**src/rtl/bldc_reg_master.sv**
```systemverilog
// Bus initiator for the BLDC register block.
// Turns single host commands into one-cycle write/read strobes and captures the
// registered read data. While the host is idle it periodically reads the OUT
// register and publishes the decoded motor status.
//
// Handshakes: a transfer on cmd_* happens on the rising edge where
// cmd_valid && cmd_ready; a transfer on rsp_* happens on the rising edge where
// rsp_valid && rsp_ready. rsp_valid, rsp_err and rsp_rdata stay stable from
// assertion until that edge.
module bldc_reg_master #(
    parameter int unsigned POLL_PERIOD = 1000
) (
    input  logic        clk,
    input  logic        rst,
    // host command channel
    input  logic        cmd_valid,
    output logic        cmd_ready,
    input  logic        cmd_write,
    input  logic        cmd_addr,
    input  logic [31:0] cmd_wdata,
    // host response channel
    output logic        rsp_valid,
    input  logic        rsp_ready,
    output logic        rsp_err,
    output logic [31:0] rsp_rdata,
    // register block bus
    output logic        write,
    output logic        read,
    output logic        addr,
    output logic [31:0] data_in,
    input  logic [31:0] data_out,
    // status polling
    input  logic        poll_en,
    output logic [7:0]  stat_vel,
    output logic [7:0]  stat_duty,
    output logic        stat_en,
    output logic [2:0]  stat_phase,
    output logic        stat_upd
);

    localparam logic [2:0] S_IDLE = 3'd0;
    localparam logic [2:0] S_WR   = 3'd1;
    localparam logic [2:0] S_RD   = 3'd2;
    localparam logic [2:0] S_CAP  = 3'd3;
    localparam logic [2:0] S_RSP  = 3'd4;

    localparam logic [15:0] POLL_LAST = 16'(POLL_PERIOD - 1);

    logic [2:0]  state;
    logic        is_poll;
    logic [15:0] poll_cnt;
    logic        poll_pend;
    logic        accept;
    logic        poll_go;

    assign cmd_ready = (state == S_IDLE);
    assign accept    = cmd_valid && cmd_ready;
    // A host command always wins over a pending poll; the poll stays pending.
    assign poll_go   = (state == S_IDLE) && poll_pend && !cmd_valid;

    // Free-running poll timer; a wrap raises at most one pending poll request.
    always_ff @(posedge clk or posedge rst) begin
        if (rst) begin
            poll_cnt  <= 16'd0;
            poll_pend <= 1'b0;
        end else if (!poll_en) begin
            poll_cnt  <= 16'd0;
            poll_pend <= 1'b0;
        end else if (poll_cnt == POLL_LAST) begin
            poll_cnt  <= 16'd0;
            poll_pend <= 1'b1;
        end else begin
            poll_cnt <= poll_cnt + 16'd1;
            if (poll_go) begin
                poll_pend <= 1'b0;
            end
        end
    end

    // Transaction FSM driving registered bus strobes, response and status outputs.
    always_ff @(posedge clk or posedge rst) begin
        if (rst) begin
            state      <= S_IDLE;
            is_poll    <= 1'b0;
            write      <= 1'b0;
            read       <= 1'b0;
            addr       <= 1'b0;
            data_in    <= 32'd0;
            rsp_valid  <= 1'b0;
            rsp_err    <= 1'b0;
            rsp_rdata  <= 32'd0;
            stat_vel   <= 8'd0;
            stat_duty  <= 8'd0;
            stat_en    <= 1'b0;
            stat_phase <= 3'd0;
            stat_upd   <= 1'b0;
        end else begin
            stat_upd <= 1'b0;
            case (state)
                S_IDLE: begin
                    addr <= 1'b0;
                    if (accept) begin
                        if (cmd_write && !cmd_addr) begin
                            state   <= S_WR;
                            write   <= 1'b1;
                            addr    <= 1'b0;
                            data_in <= cmd_wdata;
                        end else if (!cmd_write && cmd_addr) begin
                            state   <= S_RD;
                            read    <= 1'b1;
                            addr    <= 1'b1;
                            is_poll <= 1'b0;
                        end else begin
                            // CONFIG is write-only and OUT is read-only: answer
                            // with an error and keep the bus quiet.
                            state     <= S_RSP;
                            rsp_valid <= 1'b1;
                            rsp_err   <= 1'b1;
                            rsp_rdata <= 32'd0;
                        end
                    end else if (poll_go) begin
                        state   <= S_RD;
                        read    <= 1'b1;
                        addr    <= 1'b1;
                        is_poll <= 1'b1;
                    end
                end
                S_WR: begin
                    write     <= 1'b0;
                    state     <= S_RSP;
                    rsp_valid <= 1'b1;
                    rsp_err   <= 1'b0;
                    rsp_rdata <= 32'd0;
                end
                S_RD: begin
                    read  <= 1'b0;
                    addr  <= 1'b0;
                    state <= S_CAP;
                end
                S_CAP: begin
                    // data_out was refreshed by the register block on the previous edge.
                    stat_vel   <= data_out[31:24];
                    stat_duty  <= data_out[23:16];
                    stat_en    <= data_out[15];
                    stat_phase <= data_out[13:11];
                    stat_upd   <= 1'b1;
                    is_poll    <= 1'b0;
                    if (is_poll) begin
                        state <= S_IDLE;
                    end else begin
                        state     <= S_RSP;
                        rsp_valid <= 1'b1;
                        rsp_err   <= 1'b0;
                        rsp_rdata <= data_out;
                    end
                end
                S_RSP: begin
                    if (rsp_ready) begin
                        state     <= S_IDLE;
                        rsp_valid <= 1'b0;
                        rsp_err   <= 1'b0;
                        rsp_rdata <= 32'd0;
                    end
                end
                default: begin
                    state     <= S_IDLE;
                    write     <= 1'b0;
                    read      <= 1'b0;
                    addr      <= 1'b0;
                    rsp_valid <= 1'b0;
                end
            endcase
        end
    end

endmodule

```
**config.mk**
```make
export PLATFORM = sky130hd
export DESIGN_NAME = bldc_reg_master
export DESIGN_NICKNAME = d
export VERILOG_FILES = /design/src/rtl/bldc_reg_master.sv
export SDC_FILE = /design/constraint.sdc
export NUM_CORES = 1
export LEC_CHECK = 0
export CELL_PAD_IN_SITES_DETAIL_PLACEMENT = 1
export CELL_PAD_IN_SITES_GLOBAL_PLACEMENT = 2
export CORE_MARGIN = 10
export CORE_UTILIZATION = 29
export DETAILED_ROUTE_END_ITERATION = 10
export HOLD_SLACK_MARGIN = 0.12
export PLACE_DENSITY_LB_ADDON = 0.08
export SKIP_CTS_REPAIR_TIMING = 1
export SYNTH_ARGS = -nofsm -noshare
export SYNTH_HDL_FRONTEND = slang
export SYNTH_SLANG_ARGS = --single-unit
export TNS_END_PERCENT = 30
```
**constraint.sdc**
```tcl
create_clock -name clk -period 4.4 [get_ports clk]
set_clock_uncertainty 0.05 [all_clocks]
set_input_delay 0.88 -clock clk [delete_from_list [all_inputs] [get_ports clk]]
set_output_delay 0.88 -clock clk [all_outputs]
set_load 0.1 [all_outputs]
```
# == Word level (Yosys, flattened, before mapping) ==
# Cells that the tools add are included.
# word_totals
latchBits,0
word_cells,99
rom_bits,0
ramBits,0
input_bits,71
n_memories,0
output_inout_bits,91
ff_bits,111
# op_classes
n_bitwise,3
muxes,44
n_eq_ne,15
multipliers,0
div_mod_pow,0
addsub,1
n_shift,0
magnitude_cmp,0
n_reduce_logical,20
# op_table
cell,n
32-bit two-way mux,5
32-bit case mux with 4 select lines,1
16-bit two-way mux,2
1-bit two-way mux,23
3-bit two-way mux,6
16-bit by 1-bit adder with 16-bit output (second input constant),1
16-bit by 10-bit equality test with 1-bit output (second input constant),1
3-bit case mux with 5 select lines,1
6-bit AND reduction,2
2-bit inequality test (second input constant),4
1-bit case mux with 2 select lines,4
4-bit AND reduction,2
3-bit by 2-bit equality test with 1-bit output (second input constant),2
3-bit by 1-bit inequality test with 1-bit output (second input constant),2
3-bit AND reduction,2
3-bit OR reduction,2
1-bit logical AND,5
1-bit case mux with 5 select lines,1
2-bit by 1-bit inequality test with 1-bit output (second input constant),2
1-bit case mux with 4 select lines,1
4-bit nonzero test,1
3-bit by 1-bit equality test with 1-bit output (second input constant),1
3-bit equality test (second input constant),1
1-bit logical NOT,3
other kinds (6),8

# == Logic depth before layout (Yosys ltp) ==
# Gate-level depths: netlist of the first run.
# logic_depth
word_depth,6
ltp_mapped,8
mapped_depth_nobuf,6

# == Least setup slack after synthesis of the first run ==
# OpenSTA, ideal clock, no wires.
# synth_path
path_kind,in2reg
start,input cmd_write
end,register rsp_rdata[18]
n_path_buf,1
required_time_ns,4.230
arrival_ns,2.305
path_slack_ns,1.925
setup_ns,0.120
cell_stages,7
cell_sequence,inv_1 -> ha_1 -> or4b_4 -> a21oi_4 -> a31oi_2 -> buf_6 -> a21bo_2
# synth_via
elab_chain_cells,4
elab_cells_between_ends,6
cone_classes,eq/ne: 2; reduce/logical: 4
# synth_lines
item,line,source
start: declaration,18,"input logic cmd_write,"
1-bit logical NOT,108,end else if (!cmd_write && cmd_addr) begin
1-bit logical AND,108,
2-bit inequality test (no source line),--,
6-bit AND reduction (no source line) (*),--,
end signal: assignment,154,rsp_rdata <= data_out;
end: declaration,25,"output logic [31:0] rsp_rdata,"
# Mark *: on every way between the ends. The rest lies on a longest branch, timed or not.
# A chain may end at the register's enable or synchronous reset.

# == Worst setup path after layout of the first run ==
# layout_path
start,input cmd_addr
end,register rsp_rdata[28]
# layout_via
elab_chain_cells,4
elab_cells_between_ends,6
cone_classes,eq/ne: 2; reduce/logical: 4
# layout_lines
item,line,source
start: declaration,19,"input logic cmd_addr,"
1-bit logical NOT,103,if (cmd_write && !cmd_addr) begin
1-bit logical AND,103,
2-bit inequality test (no source line),--,
6-bit AND reduction (no source line) (*),--,
# Marks and branches as above.

==> flow_summary.ini, run 1 <==
[outcome]
status = completed

[pwr]
power.density_mw_per_mm2 = 777
ir_worst_vdd_v = 0.000512
static-leakage-power_nw = 2.94

[yosys]
synthCells = 357
ys_ff_latch = 111
synth_common_cells = dfrtp_1 (111), mux2_2 (52), nand4_1 (34)
ys_warn_count = 0
yosysMostFrequentCell = dfrtp_1
yosys-top-cells-area = dfrtp_1 (59%), mux2_2 (13%), a21bo_2 (6.4%)
synthesis.area_mm2 = 0.00468
synth_ff_type = dfrtp_1
synth_fp_nets = 431
yosysSeqAreaShare = 0.594
synth_cell_type_count = 41
synth_edf_count = 0
synth_top_area_frac = 0.594
async_reset_ff_frac = 1.00
synth_area_leader_cell = dfrtp_1
synth.avg_cell_area_um2 = 13.1

[timing]
fin_crit_sh = 0.692
setup_ws_ns = 1.35
hold_viol = 0
min_period_ns = 3.05
worstMarginPinSlew_ns = 1.08
maxSlewHeadroom = 0.277
clock.fmax_ghz = 0.328
rsz0062_at_grt = false
maxSlewViolCount = 0
fin_tns_setup_ns = 0
setup_viol = 0

[clocking]
clkLatencyLatePin_ns = 0.34
cts_max_path_buffers = 2
clockRootBuffer = clkbuf_16
tritoncts = done
clock-sinks = 111
cts.reportedPaths.clkPinSlew_ns = 0.07
cts_buffers = 9
htree_levels = 3

[floorplanning]
fp.dieW_um = 147
placementRows = 46
start_util = 0.296
dieArea_mm2 = 0.0216
die_h_um = 147
ios = 162
core_mm2 = 0.0158

[finish]
fin_area_mm2 = 0.00681
diodes = 0
regArea_mm2 = 0.00278
n_fill_cell = 1667
multi_input_comb_area_mm2 = 0.00176
fin_nets = 586
area_growth_pct = 45.6
drive_gt1_frac = 0.219

[setup_path]
worstSetupPathType = input pin to register
worst_setup_path_end_kind = register
worstSetupStartpointType = input pin
regToRegStartpoint = state[0]
arrival_ns = 3.28
critPathMaxFanout = 20
critical_path_required_ns = 4.64
crit_path_start = cmd_addr

[place]
pre_cts_ws_ns = 0.971
dpl-instance-area_mm2 = 0.00650
gp_congestion = 0.694
port_buffers = 161
hpwl_um = 10000

[route]
wl_per_cell_um = 18.8
drc = 0
route.vias.total = 3430
drt_first_pass_iters = 4
drt-total-wl_um = 13800
antenna_left = 0
dr.first_iter.drc_count = 100
viasPerCell = 4.68

[hold_path]
hold_start = poll_cnt[0]
worstHoldPathType = register to register

[global_routing]
first_global_vias = 3684
grt_pass1_wl_um = 21700
grt_max_degree = 67
track_usage = 0.126
antenna_found_initial = 0
grt-ovfl-total = 0

[run]
maxCapViolations = 0
## sequential cells by signal (all words and copies together) (netlist names)
signal and count:
addr 1, data_in 32, is_poll 1, poll_cnt 16
poll_pend 1, read 1, rsp_err 1, rsp_rdata 32
rsp_valid 1, stat_duty 8, stat_en 1, stat_phase 3
stat_upd 1, stat_vel 8, state 3, write 1
## worst max-delay path, stage by stage
cell	delay (ns)
clkdlybuf4s50_1	0.50
inv_1	0.05
ha_1	0.22
or4b_4	0.52
a21oi_4	0.43
buf_4	0.34
nand4_1	0.12
a21bo_2	0.21
## placed cells by master, fill, tap and decap left out, types with 2 or more instances in the layout
| cell type | synthesis | routed |
|---|---|---|
| clkdlybuf4s50_1 | 0 | 160 |
| dfrtp_1 | 111 | 111 |
| mux2_2 | 52 | 52 |
| nand4_1 | 34 | 34 |
| a21bo_2 | 30 | 30 |
| nor2_1 | 18 | 18 |
| nand2_1 | 12 | 12 |
| clkbuf_16 | 0 | 9 |
| xnor2_1 | 8 | 8 |
| o21ai_0 | 7 | 7 |
| inv_1 | 7 | 6 |
| a21oi_1 | 6 | 6 |
| buf_4 | 3 | 6 |
| nor3_1 | 5 | 5 |
| xor2_1 | 4 | 4 |
| a21bo_1 | 3 | 3 |
| nor4_1 | 3 | 3 |
| nand3_1 | 3 | 3 |
| ha_1 | 3 | 3 |
| and3_1 | 2 | 2 |
| a21o_1 | 2 | 2 |
| o21a_1 | 2 | 2 |
| and2_1 | 2 | 2 |
| or3_1 | 2 | 2 |
| a31oi_1 | 2 | 2 |
| clkinvlp_4 | 0 | 2 |
| clkbuf_8 | 0 | 2 |
## logic make-up after synthesis
| kind of cell | Yosys count | share of synthesized area |
|---|---|---|
| AND/OR/NAND/NOR | 93 | 0.114 |
| XOR/XNOR | 12 | 0.0225 |
| flip-flops | 111 | 0.594 |
| AO/OA/AOI/OAI | 56 | 0.103 |
| multiplexers | 52 | 0.125 |
| buffers and inverters | 30 | 0.0332 |
| adder cells (fa/ha/maj) | 3 | 0.00802 |
## stage by stage
step           power (mW)  hold slack [ns]  cells   util
2_1_floorplan        3.74            0.383    357      -
3_3_place_gp         4.46            0.396    717  0.411
3_5_place_dp         4.49            0.411    717  0.411
4_1_cts              5.37            0.420    733  0.430
5_1_grt              5.52            0.448    733  0.430
6_report             5.29            0.416    733  0.430
## path summary, 6_finish.rpt
path                                 endpoint  slack (ns)  cells past startpoint
worst min-delay path              poll_cnt[0]        0.42                      1
worst min register to register    poll_cnt[0]        0.42                      1
worst max-delay path            rsp_rdata[28]        1.35                      8
min in group asynchronous         data_in[25]        1.02                      2
worst max register to register        stat_en        2.05                      3
max in group asynchronous       rsp_rdata[13]        2.52                      3
## power by group
| part | internal, mW | switching, mW |
|---|---|---|
| sequential | 1.28 | 0.154 |
| combinational | 0.699 | 2.31 |
| clock | 0.475 | 0.382 |
| total | 2.45 | 2.84 |
## cell type report
cell class	count	area share
tap	216	0.0397
multi-input combinational	216	0.258
inverter	7	0.00422
sequential	111	0.408
timing repair buffer	167	0.245
clock buffer	12	0.0377
clock inverter	4	0.00790
## metal layers
layer | up-vias | GRT usage | part of all wire | wire [um]
met5 | - | 0 | 0 | 0
met4 | 0 | 0.0431 | 0.012 | 170
met3 | 8 | 0.0405 | 0.060 | 826
met2 | 87 | 0.199 | 0.48 | 6580
met1 | 1748 | 0.159 | 0.45 | 6180
li1 | 1587 | - | - | -
Note: power is estimated with default switching activity, not from simulation.
==> run 2, diff against run 1 <==
- CORE_UTILIZATION: 29 -> 26
- clock period: 4.4 -> 2.49 ns (I/O delays scaled with it)
==> run 2 against run 1 <==
  * Wire length increased by 2.8%
  * Sequential share of layout area increased by 0.53 points
  * Non-clock buffer count increased by 10
  * Flip-flop and latch count unchanged
  * Setup slack got worse by 1.2 ns
  * Register-to-register slack got worse by 1.6 ns
  * First-iteration DRC count increased by 58%
  * Combinational power increased by 77%
  * Critical endpoint is now rsp_rdata[25]
  * Largest cell class unchanged
  * Highest routed layer unchanged
==> flow_summary.ini, run 2 (same netlist as run 1, synthesis figures left out) <==
[outcome]
status = completed

[timing]
rsz0062_at_grt = false
fin_tns_setup_ns = 0
maxSlewHeadroom = 0.604
clock.fmax_ghz = 0.424
fin_crit_sh = 0.948
hold_viol = 0
min_period_ns = 2.36
setup_viol = 0
maxSlewViolCount = 0
worstMarginPinSlew_ns = 0.594

[clocking]
cts.reportedPaths.clkPinSlew_ns = 0.07
cts_buffers = 9
tritoncts = done
cts_max_path_buffers = 2
clkLatencyLatePin_ns = 0.34
clock-sinks = 111
clockRootBuffer = clkbuf_16
htree_levels = 3

[finish]
layout_common_cells = dfrtp_1 (111), buf_4 (102), clkdlybuf4s50_1 (70), mux2_2 (52), nand4_1 (34)
area_growth_pct = 43.7
diodes = 0
finish.utilization = 0.385
fin_nets = 597
reg_top3 = data_in (32), rsp_rdata (32), poll_cnt (16)
drive_gt1_frac = 0.407
layout_commonest_cell = dfrtp_1
stdcell_count = 751

[place]
dpl.cell_count = 734
gp_congestion = 0.731
hpwl_um = 10500
port_buffers = 161

[route]
dr.first_iter.drc_count = 158
route.vias.total = 3456
drt-total-wl_um = 14100
drt_first_pass_iters = 4
antenna_left = 0
viasPerCell = 4.60
drc = 0
wl_per_cell_um = 18.8

[hold_path]
worstHoldPathType = input pin to asynchronous set/reset pin

[setup_path]
worst_setup_path_end_kind = register
worstSetupPathType = input pin to register
arrival_ns = 2.60
r2r_end = data_in[4]
worstSetupStartpointType = input pin
crit_chain = clkdlybuf4s50_1 -> inv_1 -> ha_1 -> or4b_4 -> a21oi_4 -> buf_4 -> buf_12 -> nand4_1 -> a21bo_2
critPathMaxFanout = 20
cpPeakStageDelay_ns = 0.55
worstRegToRegCells = 6
cp_top_family = buffers and inverters
critical_path_required_ns = 2.73
slowest_stage = or4b_4
worst-path-buf-inv = 4
regToRegStartpoint = state[1]
ff2ff_setup_slack_ns = 0.41

[pwr]
p_switching_mw = 5.07
switching_share = 0.545
p_clk_frac = 0.155
power.density_mw_per_mm2 = 1380
ir_worst_vdd_v = 0.00109
pwr-share-comb = 0.571
seq_power_share = 0.274
internal_power_mw = 4.24
static-leakage-power_nw = 3.15

[global_routing]
grt_pass1_wl_um = 22300
grt_max_degree = 34
first_global_vias = 3903
track_usage = 0.116
antenna_found_initial = 0
grt-ovfl-total = 0

[floorplanning]
start_util = 0.268
dieArea_mm2 = 0.0238
die_h_um = 154
placementRows = 48
fp.dieW_um = 154
core_mm2 = 0.0175
ios = 162

[run]
maxCapViolations = 0
run 2: cell count changes in the layout (fill, tap and decap cells not counted), moves of 2 or more:
cell	previous run	this run
clkdlybuf4s50_1	160	70
buf_4	6	102
clkinv_2	0	2
buf_12	1	5
run 2: per-stage QoR:
| stage | area (um2) | power, mW | hold slack [ns] | setup slack [ns] |
|---|---|---|---|---|
| after floorplan | 4680 | 6.61 | 0.383 | 0.0778 |
| after global placement | 6400 | 7.85 | 0.401 | -0.288 |
| after detailed placement | 6400 | 7.90 | 0.408 | -0.340 |
| after CTS | 6690 | 9.38 | 0.402 | 0.0403 |
| after global routing | 6720 | 9.71 | 0.412 | 0.00529 |
| final | 6720 | 9.31 | 0.407 | 0.130 |
run 2: per-layer routing:
layer  GRT usage  up-vias  routed length [um]
met1       0.140     1730                6280
met3      0.0441       14                1120
met2       0.184      101                6480
met4      0.0436        0                 252
li1            -     1611                   -
met5           0        -                   0
run 2: area by class of cell:
| class | instances | area, um2 |
|---|---|---|
| multi-input cells | 217 | 1780 |
| clock inverters | 4 | 47.5 |
| well taps | 225 | 282 |
| flip-flops and latches | 111 | 2780 |
| clock buffers | 10 | 239 |
| repair buffers | 177 | 1570 |
| inverters | 7 | 30.0 |
| fillers | 1864 | 10800 |
run 2: how the worst max path moves through the flow:
| stage | depth (start not counted) | start | to | slack, ns |
|---|---|---|---|---|
| 2_1_floorplan | 8 | state[2] | data_in[10] | 0.08 |
| 3_5_place_dp | 7 | cmd_write | rsp_rdata[18] | -0.34 |
| 4_1_cts | 7 | cmd_write | rsp_rdata[17] | 0.04 |
| 5_1_grt | 9 | cmd_write | rsp_rdata[20] | 0.005 |
| 6_report | 9 | cmd_write | rsp_rdata[25] | 0.13 |
| 3_3_place_gp | 7 | cmd_write | rsp_rdata[25] | -0.29 |
run 2: power groups by stage:
stage          registers [mW]  clock network (mW)  logic (mW)
5_1_grt                  2.62                1.58        5.50
3_3_place_gp             2.56                   0        5.30
6_report                 2.55                1.44        5.32
2_1_floorplan            5.68                   0       0.935
4_1_cts                  2.55                1.51        5.32
3_5_place_dp             2.57                   0        5.32
